--- src/rtl/opcode_decoder.sv ---
// Byte-serial x86-style instruction decoder: walks prefix/opcode/ModRM/SIB/disp/imm
// bytes under a valid/ready handshake and presents one decoded instruction at a time.
module opcode_decoder #(
    parameter int unsigned MAX_LEN = 15
) (
    input  logic        clk,
    input  logic        rst_n,
    input  logic        byte_valid,
    input  logic [7:0]  byte_data,
    output logic        byte_ready,
    output logic [7:0]  info_addr,
    input  logic [22:0] info_data,
    output logic        dec_valid,
    input  logic        dec_ready,
    output logic [7:0]  dec_opcode,
    output logic [22:0] dec_info,
    output logic [3:0]  dec_rex,
    output logic [7:0]  dec_modrm,
    output logic [7:0]  dec_sib,
    output logic [31:0] dec_disp,
    output logic [63:0] dec_imm,
    output logic [4:0]  dec_len,
    output logic        dec_illegal
);

    localparam int unsigned LEN_W  = 5;
    localparam int unsigned INFO_W = 23;
    localparam int unsigned CNT_W  = 3;

    typedef enum logic [2:0] {S_OPC, S_MODRM, S_SIB, S_DISP, S_IMM, S_EMIT} state_t;

    state_t              state_q, state_d;
    logic [7:0]          opcode_q, modrm_q, sib_q;
    logic [INFO_W-1:0]   info_q;
    logic [3:0]          rex_q;
    logic [31:0]         disp_q;
    logic [63:0]         imm_q;
    logic [LEN_W-1:0]    len_q;
    logic                illegal_q;
    logic [CNT_W-1:0]    cnt_q;
    logic                disp4_q;

    logic                fire_c;
    logic                is_rex_c;
    logic [LEN_W-1:0]    len_nx_c;
    logic [CNT_W-1:0]    disp_last_c;
    logic [CNT_W-1:0]    imm_last_c;
    state_t              post_ops_c;

    // Operand 1 is considered when numop>=1, operand 2 when numop>=2.
    function automatic logic f_need_modrm(input logic [INFO_W-1:0] inf);
        return ((inf[22:21] != 2'd0) && !inf[20]) || ((inf[22:21] >= 2'd2) && !inf[18]);
    endfunction

    function automatic logic f_imm1(input logic [INFO_W-1:0] inf);
        return (inf[22:21] != 2'd0) && (inf[20:19] == 2'b10);
    endfunction

    function automatic logic f_imm2(input logic [INFO_W-1:0] inf);
        return (inf[22:21] >= 2'd2) && (inf[18:17] == 2'b10);
    endfunction

    function automatic logic [CNT_W-1:0] f_imm_last(input logic [INFO_W-1:0] inf);
        logic [1:0] sz;
        sz = f_imm1(inf) ? inf[16:15] : inf[14:13];
        case (sz)
            2'b00:   return 3'd0;
            2'b01:   return 3'd1;
            2'b10:   return 3'd3;
            default: return 3'd7;
        endcase
    endfunction

    assign info_addr   = byte_data;
    assign fire_c      = byte_valid && byte_ready;
    assign is_rex_c    = (byte_data[7:4] == 4'h4);
    assign len_nx_c    = (len_q == 5'd31) ? len_q : len_q + 5'd1;
    assign disp_last_c = disp4_q ? 3'd3 : 3'd0;
    assign imm_last_c  = f_imm_last(info_q);
    assign post_ops_c  = (f_imm1(info_q) || f_imm2(info_q)) ? S_IMM : S_EMIT;

    always_ff @(posedge clk or negedge rst_n) begin
        if (!rst_n) state_q <= S_OPC;
        else        state_q <= state_d;
    end

    always_comb begin
        state_d = state_q;
        case (state_q)
            S_OPC: if (fire_c && !is_rex_c) begin
                if (info_data[22:21] == 2'd0)      state_d = S_EMIT;
                else if (f_need_modrm(info_data))  state_d = S_MODRM;
                else if (f_imm1(info_data) || f_imm2(info_data)) state_d = S_IMM;
                else                               state_d = S_EMIT;
            end
            S_MODRM: if (fire_c) begin
                if (byte_data[7:6] != 2'b11 && byte_data[2:0] == 3'b100) state_d = S_SIB;
                else if (byte_data[7:6] == 2'b01 || byte_data[7:6] == 2'b10) state_d = S_DISP;
                else if (byte_data[7:6] == 2'b00 && byte_data[2:0] == 3'b101) state_d = S_DISP;
                else state_d = post_ops_c;
            end
            S_SIB: if (fire_c) begin
                if (modrm_q[7:6] == 2'b01 || modrm_q[7:6] == 2'b10) state_d = S_DISP;
                else if (modrm_q[7:6] == 2'b00 && byte_data[2:0] == 3'b101) state_d = S_DISP;
                else state_d = post_ops_c;
            end
            S_DISP: if (fire_c && cnt_q == disp_last_c) state_d = post_ops_c;
            S_IMM:  if (fire_c && cnt_q == imm_last_c)  state_d = S_EMIT;
            S_EMIT: if (dec_ready) state_d = S_OPC;
            default: state_d = S_OPC;
        endcase
    end

    always_comb begin
        byte_ready = 1'b1;
        dec_valid  = 1'b0;
        if (state_q == S_EMIT) begin
            byte_ready = 1'b0;
            dec_valid  = 1'b1;
        end
    end

    // Field capture; everything clears when the consumer takes the instruction.
    always_ff @(posedge clk or negedge rst_n) begin
        if (!rst_n) begin
            opcode_q  <= '0;
            info_q    <= '0;
            rex_q     <= '0;
            modrm_q   <= '0;
            sib_q     <= '0;
            disp_q    <= '0;
            imm_q     <= '0;
            len_q     <= '0;
            illegal_q <= 1'b0;
            cnt_q     <= '0;
            disp4_q   <= 1'b0;
        end else if (state_q == S_EMIT) begin
            if (dec_ready) begin
                opcode_q  <= '0;
                info_q    <= '0;
                rex_q     <= '0;
                modrm_q   <= '0;
                sib_q     <= '0;
                disp_q    <= '0;
                imm_q     <= '0;
                len_q     <= '0;
                illegal_q <= 1'b0;
                cnt_q     <= '0;
                disp4_q   <= 1'b0;
            end
        end else if (fire_c) begin
            len_q     <= len_nx_c;
            illegal_q <= illegal_q || (32'(len_nx_c) > MAX_LEN);
            case (state_q)
                S_OPC: begin
                    if (is_rex_c) begin
                        rex_q <= byte_data[3:0];
                    end else begin
                        opcode_q <= byte_data;
                        info_q   <= info_data;
                        if (info_data[22:21] == 2'd0) illegal_q <= 1'b1;
                    end
                end
                S_MODRM: begin
                    modrm_q <= byte_data;
                    disp4_q <= (byte_data[7:6] == 2'b10) ||
                               (byte_data[7:6] == 2'b00 && byte_data[2:0] == 3'b101);
                end
                S_SIB: begin
                    sib_q   <= byte_data;
                    disp4_q <= (modrm_q[7:6] == 2'b10) ||
                               (modrm_q[7:6] == 2'b00 && byte_data[2:0] == 3'b101);
                end
                S_DISP: begin
                    if (disp4_q) disp_q[{cnt_q[1:0], 3'b000} +: 8] <= byte_data;
                    else         disp_q <= {{24{byte_data[7]}}, byte_data};
                    cnt_q <= (cnt_q == disp_last_c) ? 3'd0 : cnt_q + 3'd1;
                end
                S_IMM: begin
                    imm_q[{cnt_q, 3'b000} +: 8] <= byte_data;
                    cnt_q <= (cnt_q == imm_last_c) ? 3'd0 : cnt_q + 3'd1;
                end
                default: ;
            endcase
        end
    end

    assign dec_opcode  = opcode_q;
    assign dec_info    = info_q;
    assign dec_rex     = rex_q;
    assign dec_modrm   = modrm_q;
    assign dec_sib     = sib_q;
    assign dec_disp    = disp_q;
    assign dec_imm     = imm_q;
    assign dec_len     = len_q;
    assign dec_illegal = illegal_q;

endmodule

--- config.mk ---
export PLATFORM = sky130hd
export DESIGN_NAME = opcode_decoder
export DESIGN_NICKNAME = d
export VERILOG_FILES = /design/src/rtl/opcode_decoder.sv
export SDC_FILE = /design/constraint.sdc
export NUM_CORES = 1
export LEC_CHECK = 0
export CAP_MARGIN = 5
export CORE_UTILIZATION = 23
export CTS_CLUSTER_DIAMETER = 30
export CTS_CLUSTER_SIZE = 20
export DETAILED_ROUTE_END_ITERATION = 7
export PLACE_DENSITY = 0.55
export SYNTH_ARGS = -nofsm -noshare
export SYNTH_HDL_FRONTEND = slang
export SYNTH_SLANG_ARGS = --single-unit
--- constraint.sdc ---
create_clock -name clk -period 2.4 [get_ports clk]
set_input_delay 0.36 -clock clk [delete_from_list [all_inputs] [get_ports clk]]
set_output_delay 0.36 -clock clk [all_outputs]
set_load 0.02 [all_outputs]
# After elaboration in Yosys (flattened, before gate mapping)
# Index checks and enable logic that the tools add are counted.
# totals
reg_bits	160
word_cells	173
mem_bits_ro	0
latch_bits	0
n_memories	0
ram_bits	0
output_inout_bits	163
# classes
muxes	71
eq_ne	29
n_bitwise	0
div	0
n_reduce_logical	50
n_mul	0
add_sub_neg	4
n_lt_le_gt_ge	3
n_shift	4
# ops
operator	count
64-bit two-way mux	4
32-bit two-way mux	5
23-bit two-way mux	5
8-bit two-way mux	11
64-bit bitwise mux	1
8-bit by 8-bit variable shift with 64-bit output, first input constant	1
8-bit by 8-bit variable part select with 64-bit output	1
3-bit two-way mux	17
32-bit bitwise mux	1
8-bit by 7-bit variable shift with 32-bit output, first input constant	1
8-bit by 7-bit variable part select with 32-bit output	1
4-bit two-way mux	5
5-bit two-way mux	4
3-bit one-hot mux with 6 select lines	1
3-bit AND reduction	6
2-bit nonzero test	9
2-bit == test, second input constant	7
2-bit inequality test, second input constant	7
1-bit logical AND	13
3-bit == test, second input constant	4
1-bit two-way mux	12
3-bit one-hot mux with 3 select lines	1
2-bit logical NOT	4
1-bit logical OR	8
23 further kinds	32

# Longest topological paths before layout
# logic_depth
depth_word	10
ltp_mapped	11
ltp_nobuf	8

# Worst setup path before layout
# No wires, ideal clock.
# synth_path
path_kind	register to register
from	register cnt_q[0]
to	register imm_q[10] (netlist: dec_imm[10])
arrival_ns	2.109
path_stages_with_launch	10
t_required_ns	2.316
path_slack_ns	0.206
cell_sequence	dfrtp_1 -> buf_2 -> inv_1 -> ha_1 -> ha_1 -> and2_1 -> buf_4 -> a31oi_1 -> nand2_1 -> o21ai_0
# synth_between
elab_chain_len	6
word_cells_on_any_way	7
classes_between	1 x add/sub; 2 x shift; 4 x mux
# synth_rtl
item	line	text
start: declaration	40	logic [CNT_W-1:0] cnt_q;
start signal: assignment	177	cnt_q <= (cnt_q == disp_last_c) ? 3'd0 : cnt_q + 3'd1;
start signal: assignment	181	cnt_q <= (cnt_q == imm_last_c) ? 3'd0 : cnt_q + 3'd1;
6-bit negator with 8-bit output *	180	imm_q[{cnt_q, 3'b000} +: 8] <= byte_data;
8-bit by 8-bit variable part select with 64-bit output / 8-bit by 8-bit variable shift with 64-bit output (equally long branches)	180	
64-bit bitwise mux *	180	
64-bit two-way mux *	154	case (state_q)
64-bit two-way mux *	151	end else if (fire_c) begin
64-bit two-way mux *	137	end else if (state_q == S_EMIT) begin
end signal: indexed assignment	180	
end: declaration	37	logic [63:0] imm_q;
# Every way passes the cells marked *; elsewhere a longest branch is shown, timed or not. The select of a mux whose other input is x is not followed.
# A chain may end at the register's enable or synchronous reset.

# Final worst setup path
# layout_path
from	register cnt_q[1]
to	register imm_q[4] (netlist: dec_imm[4])
# The elaborated chain is that of the path after synthesis.

==> impl_metrics.tcl <==
set metrics [dict create \
    rows 64 \
    netlist.area_leader.share_pct 55.9 \
    slew_headroom_pct 48.6 \
    critPathRequiredTime_ns 2.68 \
    powerDensity_nw_per_um2 1280 \
    grt.overflow.total 0 \
    rr_startpoint "cnt_q[1]" \
    path_delay_family "simple AND/OR/NAND/NOR gates" \
    track_usage_pct 15.4 \
    fin_setup_tns_ns 0 \
    final_cells 1380 \
    firstDrtPassIters 5 \
    antenna_left 0 \
    syn_inst 759 \
    yosys_warnings 0 \
    synth-adder-area-share_pct 2.45 \
    cts_buffers 17 \
    max_freq_mhz 449 \
    p_seq_share_pct 31.5 \
    rsz0062_at_grt "no" \
    max_cap_viol_count 0 \
    finalCriticalPeriod_ns 2.23 \
    clk_latency_ns 0.43 \
    post_cts_buffers 0 \
    synth.avg_cell_area_um2 9.44 \
    grt_max_degree 63 \
    ff2ff_setup_slack_ns 0.17 \
    hp-class "input port to asynchronous set/reset pin" \
    p_switching_mw 5.60 \
    tightestPinTransition_ns 0.767 \
    synthTopCellsByArea "dfrtp_1 56%, nand2_1 10%, o21ai_0 9.8%" \
    synth_flop_cell "dfrtp_1" \
    design_area_um2 10300 \
    drc 0 \
    synth_top_family_by_area "compound AO/OA/AOI/OAI gates" \
    p_leak_nw 4.45 \
    avgRoutedWirePerCell_um 17.4 \
    area_delta_synth_final_pct 44.2 \
    die_w_um 178 \
    antenna_cells 0 \
    via_per_inst 4.56 \
    synthArstFlopShare_pct 100 \
    grt_pass1_wl_um 36900 \
    clk_pin_slew_ns 0.07 \
    crit_path_start "cnt_q[1]" \
    ir_worst_vdd_uv 507 \
    ys_seq_area_share_pct 55.9 \
    hold_viol 0 \
    htreeDepth 4 \
    cts-root-buf "clkbuf_16" \
    synth_seq_cells 160 \
    synth-xor-area-share_pct 0 \
    synth_edf_count 0 \
    ys_types 59 \
    cts.sinks 160 \
    drtIter0Drc 408 \
    coreArea_um2 30600 \
    vias 6286 \
    critPathMaxStageDelay_ns 0.45 \
    dp_hpwl_um 17500 \
    synth_common_cells "191 x nand2_1, 160 x dfrtp_1, 140 x o21ai_0" \
    crit_chain "inv_1 -> ha_1 -> buf_4 -> nor2_1 -> nand4_2 -> nand3_1 -> o21ai_0" \
    yosys.area_share.simple_pct 18.0 \
    end_kind "flop" \
    sw_frac_of_total_pct 42.5 \
    syn_area_um2 7160 \
    synth-compound-area-share_pct 19.1 \
    synth_most_common_cell "nand2_1" \
    nNetsFinal 1020 \
    cts_tree "built" \
    clock_path_buffers 2 \
    finalWirelength_um 23900 \
    setup_viol 0 \
    fin_ws_ns 0.173 \
    status "finished, final reports clean" \
    io_pins 198 \
    start_util_pct 23.4 \
    crit_type "flop to flop" \
    combinationalPowerShare_pct 48.1 \
    p_int_mw 7.59 \
    synth_top_cell_by_area "dfrtp_1" \
    dp_cells 1347 \
    placed_area_um2 9720 \
    place_ws_ns 0.0948 \
    cp_slowest_cell "nand4_2" \
    path_buf_inv 2 \
    start_kind "flop" \
    grt_pass1_vias 6216 \
    drive_above_1_share_pct 9.35 \
    slew_violations 0 \
    die_height_um 178 \
    clockPowerShare_pct 20.4 \
    syn-num-nets 808 \
    post-route-period-util_pct 92.8 \
    place_congestion 0.813 \
    fillCellCount 3149 \
    skew_ns 0.0159 \
    dieArea_um2 31900 \
    antenna_found_initial 0 \
    numPortBuffers 197 \
    critPathArrivalTime_ns 2.51 \
    crit_fanout 16 \
    synthMuxAreaShare_pct 0.437 \
]
## worst register-to-register path, delay by kind of cell (launching register included)
kind	cells	cell delay, ns
adder cells (fa/ha/maj)	1	0.28
AO/OA/AOI/OAI	1	0.10
buffers and inverters	2	0.34
flip-flops	1	0.37
AND/OR/NAND/NOR	3	0.99
## per-stage QoR
stage	util (%)	power [mW]	hold WS, ns
floorplan	-	7.58	0.0644
global placement	31.8	10.5	0.320
detailed placement	31.8	10.6	0.311
CTS	33.7	13.3	0.423
global route	33.8	14.1	0.472
finish	33.8	13.2	0.425
## power groups by stage
stage	Sequential (mW)	Clock (mW)	Combinational, mW
global route	4.27	2.89	6.95
finish	4.15	2.70	6.34
CTS	4.17	2.78	6.39
global placement	4.19	0	6.33
detailed placement	4.21	0	6.37
floorplan	5.05	0	2.54
## path summary, 6_finish.rpt
| path | end | cells past startpoint |
|---|---|---|
| setup reg to reg | dec_imm[4] | 7 |
| hold reg to reg | dec_disp[15] | 2 |
| min in group clk | dec_info[9] | 3 |
| max in group asynchronous | dec_info[5] | 3 |
| hold / removal | dec_disp[2] | 2 |
| setup / recovery | dec_imm[4] | 7 |
## routing by layer
metal | routed length [um] | GRT usage [%] | share of wire [%] | vias up
met1 | 10700 | 20.1 | 45 | 2993
met5 | 0 | 0 | 0 | -
met3 | 1550 | 4.26 | 6.5 | 40
met2 | 10900 | 23.8 | 46 | 202
met4 | 722 | 6.53 | 3.0 | 0
li1 | - | - | - | 3051
## sequential cells by signal, indices dropped and copies added, names as in the netlist
| signal | count |
|---|---|
| cnt_q | 3 |
| dec_disp | 32 |
| dec_illegal | 1 |
| dec_imm | 64 |
| dec_info | 23 |
| dec_len | 5 |
| dec_modrm | 8 |
| dec_opcode | 8 |
| dec_rex | 4 |
| dec_sib | 8 |
| disp4_q | 1 |
| state_q | 3 |
## cell usage in the layout, fill, tap and decap left out, drive strengths merged, types with 7 or more instances in the layout
cell type	n
a31oi	7
buf	40
o21ai	154
nand2	192
a22o	8
ha	14
clkinv	8
inv	21
dfrtp	160
nand3	28
clkbuf	17
a21oi	24
nor2	25
a32o	10
clkdlybuf4s50	194
o31ai	12
## repair_timing
item                                    CTS  global route
endpoints found under the setup margin    1            10
gates resized for setup                   3             3
hold endpoints to repair                 38             0
hold buffers                              1             0
## kinds of logic after synthesis
| logic type | count (synthesis) |
|---|---|
| and+or+nand+nor | 290 |
| muxes | 3 |
| adders and majority gates | 14 |
| AOI/OAI and AO/OA | 232 |
| DFF | 160 |
| buffers and inverters | 60 |
## final cells by class
cell class	instances	area, um2	area share (%)
clock buffer	17	425	4.12
clock inverter	15	154	1.49
inverter	16	62.6	0.606
multi-input combinational	539	2880	27.9
sequential	160	4000	38.8
tap	396	495	4.80
timing repair buffer	237	2310	22.4
Power figures use the tool's default switching activity.
